--- src/rtl/spell_wb_pkg.sv ---
// rtl/spell_wb_pkg.sv - shared types and constants for the SRAM Wishbone bridge
//
// Purpose: state encoding, bus widths and the default error read word used by
// spell_sram_wb_bridge.
// Ports: none (package).
package spell_wb_pkg;

  localparam int WB_ADDR_W = 8;
  localparam int WB_DATA_W = 32;
  localparam int WB_SEL_W  = 4;

  // Read word handed upstream when the slave never acknowledges.
  localparam logic [WB_DATA_W-1:0] WB_ERROR_DATA = 32'hFFFF_FFFF;

  typedef enum logic [1:0] {
    IDLE    = 2'd0,
    REQ     = 2'd1,
    DONE    = 2'd2,
    RELEASE = 2'd3
  } wb_state_e;

endpackage

--- src/rtl/spell_sram_wb_bridge.sv ---
// rtl/spell_sram_wb_bridge.sv - registered single-beat Wishbone master with bus timeout
//
// Purpose: latches one combinational SRAM request from the memory stage, runs a
// clean classic Wishbone cycle to the OpenRAM slave, captures the read word and
// returns a one-cycle ack upstream. A saturating counter aborts the cycle when
// the slave stays silent for TIMEOUT_CYCLES cycles.
// Ports:
//   clock, reset                 clock; synchronous active-low reset
//   req_cyc_i/stb_i/we_i/sel_i/addr_i/dat_i   upstream request
//   req_dat_o, req_ack_o         upstream read word and completion pulse
//   wb_cyc_o/stb_o/we_o/sel_o/adr_o/dat_o     Wishbone master outputs
//   wb_dat_i, wb_ack_i           Wishbone slave response
//   busy_o                       high whenever the FSM is not idle
//   timeout_o                    sticky timeout flag, cleared by reset only
module spell_sram_wb_bridge
  import spell_wb_pkg::*;
#(
  parameter int unsigned           TIMEOUT_CYCLES = 255,
  parameter logic [WB_DATA_W-1:0] ERROR_DATA     = WB_ERROR_DATA
) (
  input  logic                 clock,
  input  logic                 reset,
  input  logic                 req_cyc_i,
  input  logic                 req_stb_i,
  input  logic                 req_we_i,
  input  logic [WB_SEL_W-1:0]  req_sel_i,
  input  logic [WB_ADDR_W-1:0] req_addr_i,
  input  logic [WB_DATA_W-1:0] req_dat_i,
  output logic [WB_DATA_W-1:0] req_dat_o,
  output logic                 req_ack_o,
  output logic                 wb_cyc_o,
  output logic                 wb_stb_o,
  output logic                 wb_we_o,
  output logic [WB_SEL_W-1:0]  wb_sel_o,
  output logic [WB_ADDR_W-1:0] wb_adr_o,
  output logic [WB_DATA_W-1:0] wb_dat_o,
  input  logic [WB_DATA_W-1:0] wb_dat_i,
  input  logic                 wb_ack_i,
  output logic                 busy_o,
  output logic                 timeout_o
);

  localparam logic [7:0] TMO_LIMIT = 8'(TIMEOUT_CYCLES);

  wb_state_e  state;
  logic [7:0] tmo_cnt;
  logic       withdrawn;   // upstream strobe seen low during the current REQ
  logic       req_valid;
  logic       tmo_hit;
  logic       still_wanted;

  always_comb begin
    req_valid    = req_cyc_i && req_stb_i;
    // This REQ edge is the TIMEOUT_CYCLES-th one; compare in 9 bits so the
    // increment can never wrap.
    tmo_hit      = ({1'b0, tmo_cnt} + 9'd1) >= {1'b0, TMO_LIMIT};
    // A strobe drop on the completing edge also counts as a withdrawal.
    still_wanted = req_stb_i && !withdrawn;
  end

  always_ff @(posedge clock) begin
    if (!reset) begin
      state     <= IDLE;
      tmo_cnt   <= 8'd0;
      withdrawn <= 1'b0;
      req_dat_o <= '0;
      req_ack_o <= 1'b0;
      wb_cyc_o  <= 1'b0;
      wb_stb_o  <= 1'b0;
      wb_we_o   <= 1'b0;
      wb_sel_o  <= '0;
      wb_adr_o  <= '0;
      wb_dat_o  <= '0;
      busy_o    <= 1'b0;
      timeout_o <= 1'b0;
    end else begin
      req_ack_o <= 1'b0;
      case (state)
        IDLE: begin
          if (req_valid) begin
            wb_we_o   <= req_we_i;
            wb_sel_o  <= req_sel_i;
            wb_adr_o  <= req_addr_i;
            wb_dat_o  <= req_dat_i;
            wb_cyc_o  <= 1'b1;
            wb_stb_o  <= 1'b1;
            tmo_cnt   <= 8'd0;
            withdrawn <= 1'b0;
            busy_o    <= 1'b1;
            state     <= REQ;
          end
        end

        REQ: begin
          if (!req_stb_i) begin
            withdrawn <= 1'b1;
          end
          // The bus cycle always runs to ack or timeout; an ack on the
          // limit edge takes priority over the timeout.
          if (wb_ack_i || tmo_hit) begin
            wb_cyc_o <= 1'b0;
            wb_stb_o <= 1'b0;
            if (wb_ack_i) begin
              if (!wb_we_o) begin
                req_dat_o <= wb_dat_i;
              end
            end else begin
              timeout_o <= 1'b1;
              tmo_cnt   <= TMO_LIMIT;
              if (!wb_we_o) begin
                req_dat_o <= ERROR_DATA;
              end
            end
            if (still_wanted) begin
              req_ack_o <= 1'b1;
              state     <= DONE;
            end else begin
              busy_o <= 1'b0;
              state  <= IDLE;
            end
          end else begin
            tmo_cnt <= tmo_cnt + 8'd1;
          end
        end

        DONE: begin
          if (req_stb_i) begin
            state <= RELEASE;
          end else begin
            busy_o <= 1'b0;
            state  <= IDLE;
          end
        end

        RELEASE: begin
          // Hold off until the served request is withdrawn so it is not
          // issued a second time.
          if (!req_stb_i) begin
            busy_o <= 1'b0;
            state  <= IDLE;
          end
        end

        default: begin
          busy_o <= 1'b0;
          state  <= IDLE;
        end
      endcase
    end
  end

endmodule

--- config.mk ---
export PLATFORM = sky130hd
export DESIGN_NAME = spell_sram_wb_bridge
export DESIGN_NICKNAME = d
export VERILOG_FILES = /design/src/rtl/spell_wb_pkg.sv /design/src/rtl/spell_sram_wb_bridge.sv
export SDC_FILE = /design/constraint.sdc
export NUM_CORES = 1
export LEC_CHECK = 0
export CORE_MARGIN = 2
export CORE_UTILIZATION = 45
export CTS_BUF_LIST = sky130_fd_sc_hd__clkbuf_16
export DETAILED_ROUTE_END_ITERATION = 8
export PLACE_DENSITY = 0.85
export SYNTH_ARGS = -nofsm -noshare
export SYNTH_HDL_FRONTEND = slang
export SYNTH_SLANG_ARGS = --single-unit
--- constraint.sdc ---
create_clock -name clock -period 3.3 [get_ports clock]
set_input_delay 0.66 -clock clock [delete_from_list [all_inputs] [get_ports clock]]
set_output_delay 0.66 -clock clock [all_outputs]
set_load 0.02 [all_outputs]
=== After elaboration in Yosys (flattened, before gate mapping) ===
Cells that the tools add are included.

* Register bits after elaboration: 92
* Input bits: 82

* $add $sub $neg: 2
* $lt $le $gt $ge: 1
* Equal/unequal tests: 10
* Mux-type cells: 24
* Bitwise gates (word level): 2
* Reduce and logical (&&, ||, !) cells: 16

{| class="wikitable"
|+ Operators with widths
! kind !! number
|-
| $mux 32 || 3
|-
| $mux 8 || 3
|-
| $reduce_and 3->1 || 7
|-
| $pmux 8 s2 || 1
|-
| $ne 2x2->1 const B || 6
|-
| $mux 2 || 5
|-
| $add 8x1->9 const B || 1
|-
| $ge 9x8->1 const B || 1
|-
| $add 8x1->8 const B || 1
|-
| $mux 1 || 8
|-
| $pmux 2 s4 || 1
|-
| $eq 2x2->1 const B || 2
|-
| $pmux 1 s2 || 2
|-
| $reduce_and 4->1 || 1
|-
| $ne 3x3->1 const B || 1
|-
| $pmux 1 s3 || 1
|-
| $eq 2x1->1 const B || 1
|-
| $logic_and 1x1->1 || 2
|-
| $logic_not 2->1 || 1
|-
| $not 1->1 || 2
|-
| $reduce_and 2->1 || 1
|-
| $reduce_bool 2->1 || 1
|-
| $reduce_or 2->1 || 1
|-
| $logic_not 1->1 || 1
|-
| $logic_or 1x1->1 || 1
|}

=== Longest topological paths before layout ===
* Depth in word-level cells: 5
* Gate-level depth with buffers: 8
* Depth with buffers taken out: 7

=== Worst setup path before layout ===
OpenSTA, ideal clock, no wires.

* Kind: register to register
* Start point: register tmo_cnt[2]
* End point: register req_dat_o[15]
* Arrival time: 1695 ps
* Path slack: 1484 ps
* Stages on the path, launching flop included: 9
* Clock period less this slack: 1816 ps
* Cell sequence: dfxtp_1 -> buf_6 -> and3_4 -> buf_6 -> and3_4 -> mux2_4 -> o2111ai_4 -> buf_8 -> a21oi_2

* Cells in the longest elaborated chain, start to end: 4

{| class="wikitable"
|+ Ends and longest elaborated chain
! element !! line !! text
|-
| start: declaration || spell_sram_wb_bridge.sv:46 || <nowiki>logic [7:0] tmo_cnt;</nowiki>
|-
| start signal: assignment || spell_sram_wb_bridge.sv:122 || <nowiki>tmo_cnt <= tmo_cnt + 8'd1;</nowiki>
|-
| $add 8x1->9 || spell_sram_wb_bridge.sv:56 || <nowiki>tmo_hit = ({1'b0, tmo_cnt} + 9'd1) >= {1'b0, TMO_LIMIT};</nowiki>
|-
| $ge 9x8->1 || spell_sram_wb_bridge.sv:56 ||
|-
| $logic_or 1x1->1 || spell_sram_wb_bridge.sv:100 || <nowiki>if (wb_ack_i || tmo_hit) begin</nowiki>
|-
| $reduce_and 3->1 (no source line) || n/a ||
|-
| end signal: assignment || spell_sram_wb_bridge.sv:105 || <nowiki>req_dat_o <= wb_dat_i;</nowiki>
|-
| end: declaration || spell_sram_wb_bridge.sv:29 || <nowiki>output logic [WB_DATA_W-1:0] req_dat_o,</nowiki>
|}

Every way passes these cells.
A chain may end at the register's enable or synchronous reset.

=== Final worst setup path ===
* Start point: register tmo_cnt[2]
* End point: register req_dat_o[31]

The elaborated chain is that of the path after synthesis.

==> summary.txt <==
status - finished, final reports clean
critical path data required time - 3480 ps
H-tree depth - 3
vias in the first global route - 3,334
fin area - 5720 sq um
Place WS - 772 ps
clock buffer count from CTS - 9
Sw Ratio - 23.3%
post-route setup TNS - 0 ps
Post-CTS Resized - 0
sequential share of power - 45.1%
CP max stage delay - 810 ps
starting density of the core - 46.1%
Max Freq - 409 MHz
CTS Sinks - 92
r2r setup slk - 860 ps
TritonCTS clock tree - built
Synth Flop Type - dfxtp_1
Cell Rows - 33
CTS hold repair buffers - 0
layout net count - 678
clock power share - 40.8%
slowest cell on the critical path - o2111ai_4
number of flops mapped to enable cells by yosys - 0
cell internal pwr - 2.01 mW
Syn-to-layout area delta - 52.6%
Hold Worst Slack - 446 ps
Tcrit/Tclk final - 74.1%
critical path launch point type - flop
Clk Latency, worst-skew pair - 330 ps
Final Critical Period - 2440 ps
slew margin rel. - 32.4%
total number of yosys warnings - 0
Yosys reg bits - 92
Max-cap violations - 0
PwrDens - 457 nW/um^2
PortBufs - 163
crit-path max FO - 32
Reg clk slew, reported paths - 60 ps
class of the worst hold path - reg -> reg
clock skew - 6.38 ps
Synth async-reset ratio - 0%
Worst EP arrival - 2620 ps
worst hold path stage count - 2
syn nets - 529
drt pass-1 iters - 4
standby leakage power - 2.01 nW
Via density - 5.02
Cell Area, Placed - 5410 sq um
type of element capturing the critical path - flop
HP Start - req_dat_o[29]
drt drc - 0
die width - 95.3 um
Worst-Margin Slew - 1010 ps
worst r2r dst - req_dat_o[31]
Worst Reg2Reg Path Length in Cells - 5
leading area contributor after synthesis - dfxtp_1
FILL cells - 628
combined area of the multi-input logic cells - 1600 sq um
Clock Tree Buf Depth - 2
Slew Limit Fails - 0
initial antenna violation count - 0
CP Class - reg -> reg
Netlist cell types - 39
Detail Route Antenna Nets - 0
layout cells sized above 1 - 7.19%
DP HPWL - 6.88 mm
register area share after synthesis - 49.1%
first-pass GRT wire length - 15.5 mm
synthesized instance count - 445
Antenna diodes - 0
sw power - 0.608 mW
final hold violation count - 0
cell mode on critical path - and3_4
routed wire length per instance - 13.9 um
worst setup margin - 856 ps
initial DRC count - 164
Hold EP - req_dat_o[29]
combinational fraction of design power - 14.2%
core area - 8130 sq um
Setup-failing EPs final - 0
die height - 95.3 um
total setup buffers inserted after CTS - 0
Final GP Congestion - 0.871
Root Driver - clkbuf_16
num ports - 164
vias - 3,530
GRT Util Overall - 21.8%
Avg Cell Area, Syn - 8.42 sq um
share of the synthesized area in the top cell type - 49.1%
largest net degree at the start of global routing - 59
Worst VDD drop - 262 uV
drt total wl - 9.76 mm
RSZ-0062 raised after global routing - false
crit path cell chain - and3_4, and3_4, mux2_4, o2111ai_4, a21oi_1
total die area - 9080 sq um
Worst R2R Start - tmo_cnt[2]
FF/Latch Area - 1840 sq um
Synth area leaders - dfxtp_1, nand2_1, a21boi_0
global route total overflow - 0
Synth Cell Area - 3750 sq um
[flip-flops by register name (all words and copies together), names as in the netlist]
register and cells:
wb_we_o 1, wb_stb_o 1, withdrawn 1, busy_o 1
wb_adr_o 8, req_ack_o 1, tmo_cnt 8, state 2
wb_dat_o 32, req_dat_o 32, wb_sel_o 4, timeout_o 1
[through the flow]
step	instances	utilization, %	power (mW)
2_1_floorplan	445	-	1.36
3_3_place_gp	688	66.5	1.56
3_5_place_dp	688	66.5	1.57
4_1_cts	703	70.3	2.63
5_1_grt	703	70.3	2.72
6_report	703	70.3	2.61
[synthesized netlist by cell type, types with 2 or more instances]
master and count:
nor3_1 4, buf_2 3, ha_1 2, nand2_1 99, a211oi_1 2, mux2i_1 4, o21ai_0 40, o211a_1 2
a311oi_1 2, buf_6 4, nor2_1 7, a21oi_2 12, nor2b_1 3, a21boi_0 47, clkbuf_1 23, nand3_1 7
dfxtp_1 92, inv_1 40, a21oi_1 30, nand4_1 2, and3_4 2
[layout by cell type, fill, tap and decap left out, types with 2 or more instances in the layout]
cell type and n:
nor2_1 7, a311oi_1 2, o211a_1 2, nand4_1 2, bufinv_16 2, buf_4 6
a21oi_1 30, a21boi_0 47, clkdlybuf4s50_1 162, nor3_1 3, dfxtp_1 92, nand2_1 99
o21ai_0 40, nand3_1 6, mux2i_1 4, nor3_2 2, and3_4 2, inv_1 41
a21oi_2 12, a211oi_1 2, nor2b_1 3, clkbuf_16 9, ha_1 2
[routing by layer]
metal | share of wire, % | global-route usage [%] | wire length (um)
met4 | 2.6 | 9.42 | 256
met3 | 7.3 | 6.25 | 708
met1 | 42 | 26.1 | 4120
met5 | 0 | 0 | 0
met2 | 48 | 36.5 | 4680
[cells by family (layout without fill, tap and decap cells)]
logic type                 Yosys count  count (layout)  synth area share [%]
AOI/OAI and AO/OA                  144             144                  25.3
adders and majority gates            2               2                 0.667
and+or+nand+nor                    127             127                  14.2
buffers and inverters               72             225                  8.51
DFF                                 92              92                  49.1
xor gates and xnor gates             2               2                 0.467
muxes                                6               6                  1.77
[power by group through the flow]
| stage | Clock (mW) | Combinational [mW] | Sequential (mW) |
|---|---|---|---|
| after global placement | 0 | 0.364 | 1.20 |
| final | 1.07 | 0.371 | 1.18 |
| after CTS | 1.08 | 0.374 | 1.18 |
| after global routing | 1.14 | 0.401 | 1.18 |
| after detailed placement | 0 | 0.371 | 1.20 |
| after floorplan | 0 | 0.115 | 1.25 |
[final cells by class]
class	count	area share, %
repair buffers	170	29.6
inverters	40	2.63
well taps	105	2.30
clock inverters	6	1.42
multi-input cells	281	27.9
flip-flops and latches	92	32.2
clock buffers	9	3.94
[critical path, delay by kind of cell (launching register included)]
family	cells	cell delay (ps)
flip-flops	1	490
AND/OR/NAND/NOR	2	480
multiplexers	1	330
AO/OA/AOI/OAI	2	990
[how the worst max path moves through the flow]
stage               endpoint  cells past startpoint  slack [ps]       start
3_5_place_dp   req_dat_o[31]                      5         770    wb_ack_i
5_1_grt        req_dat_o[10]                      5         680  tmo_cnt[2]
6_report       req_dat_o[31]                      5         860  tmo_cnt[2]
3_3_place_gp   req_dat_o[10]                      5         890    wb_ack_i
4_1_cts        req_dat_o[31]                      5         850  tmo_cnt[2]
2_1_floorplan  req_dat_o[15]                      8        1480  tmo_cnt[2]
(Power assumes the default switching activity.)
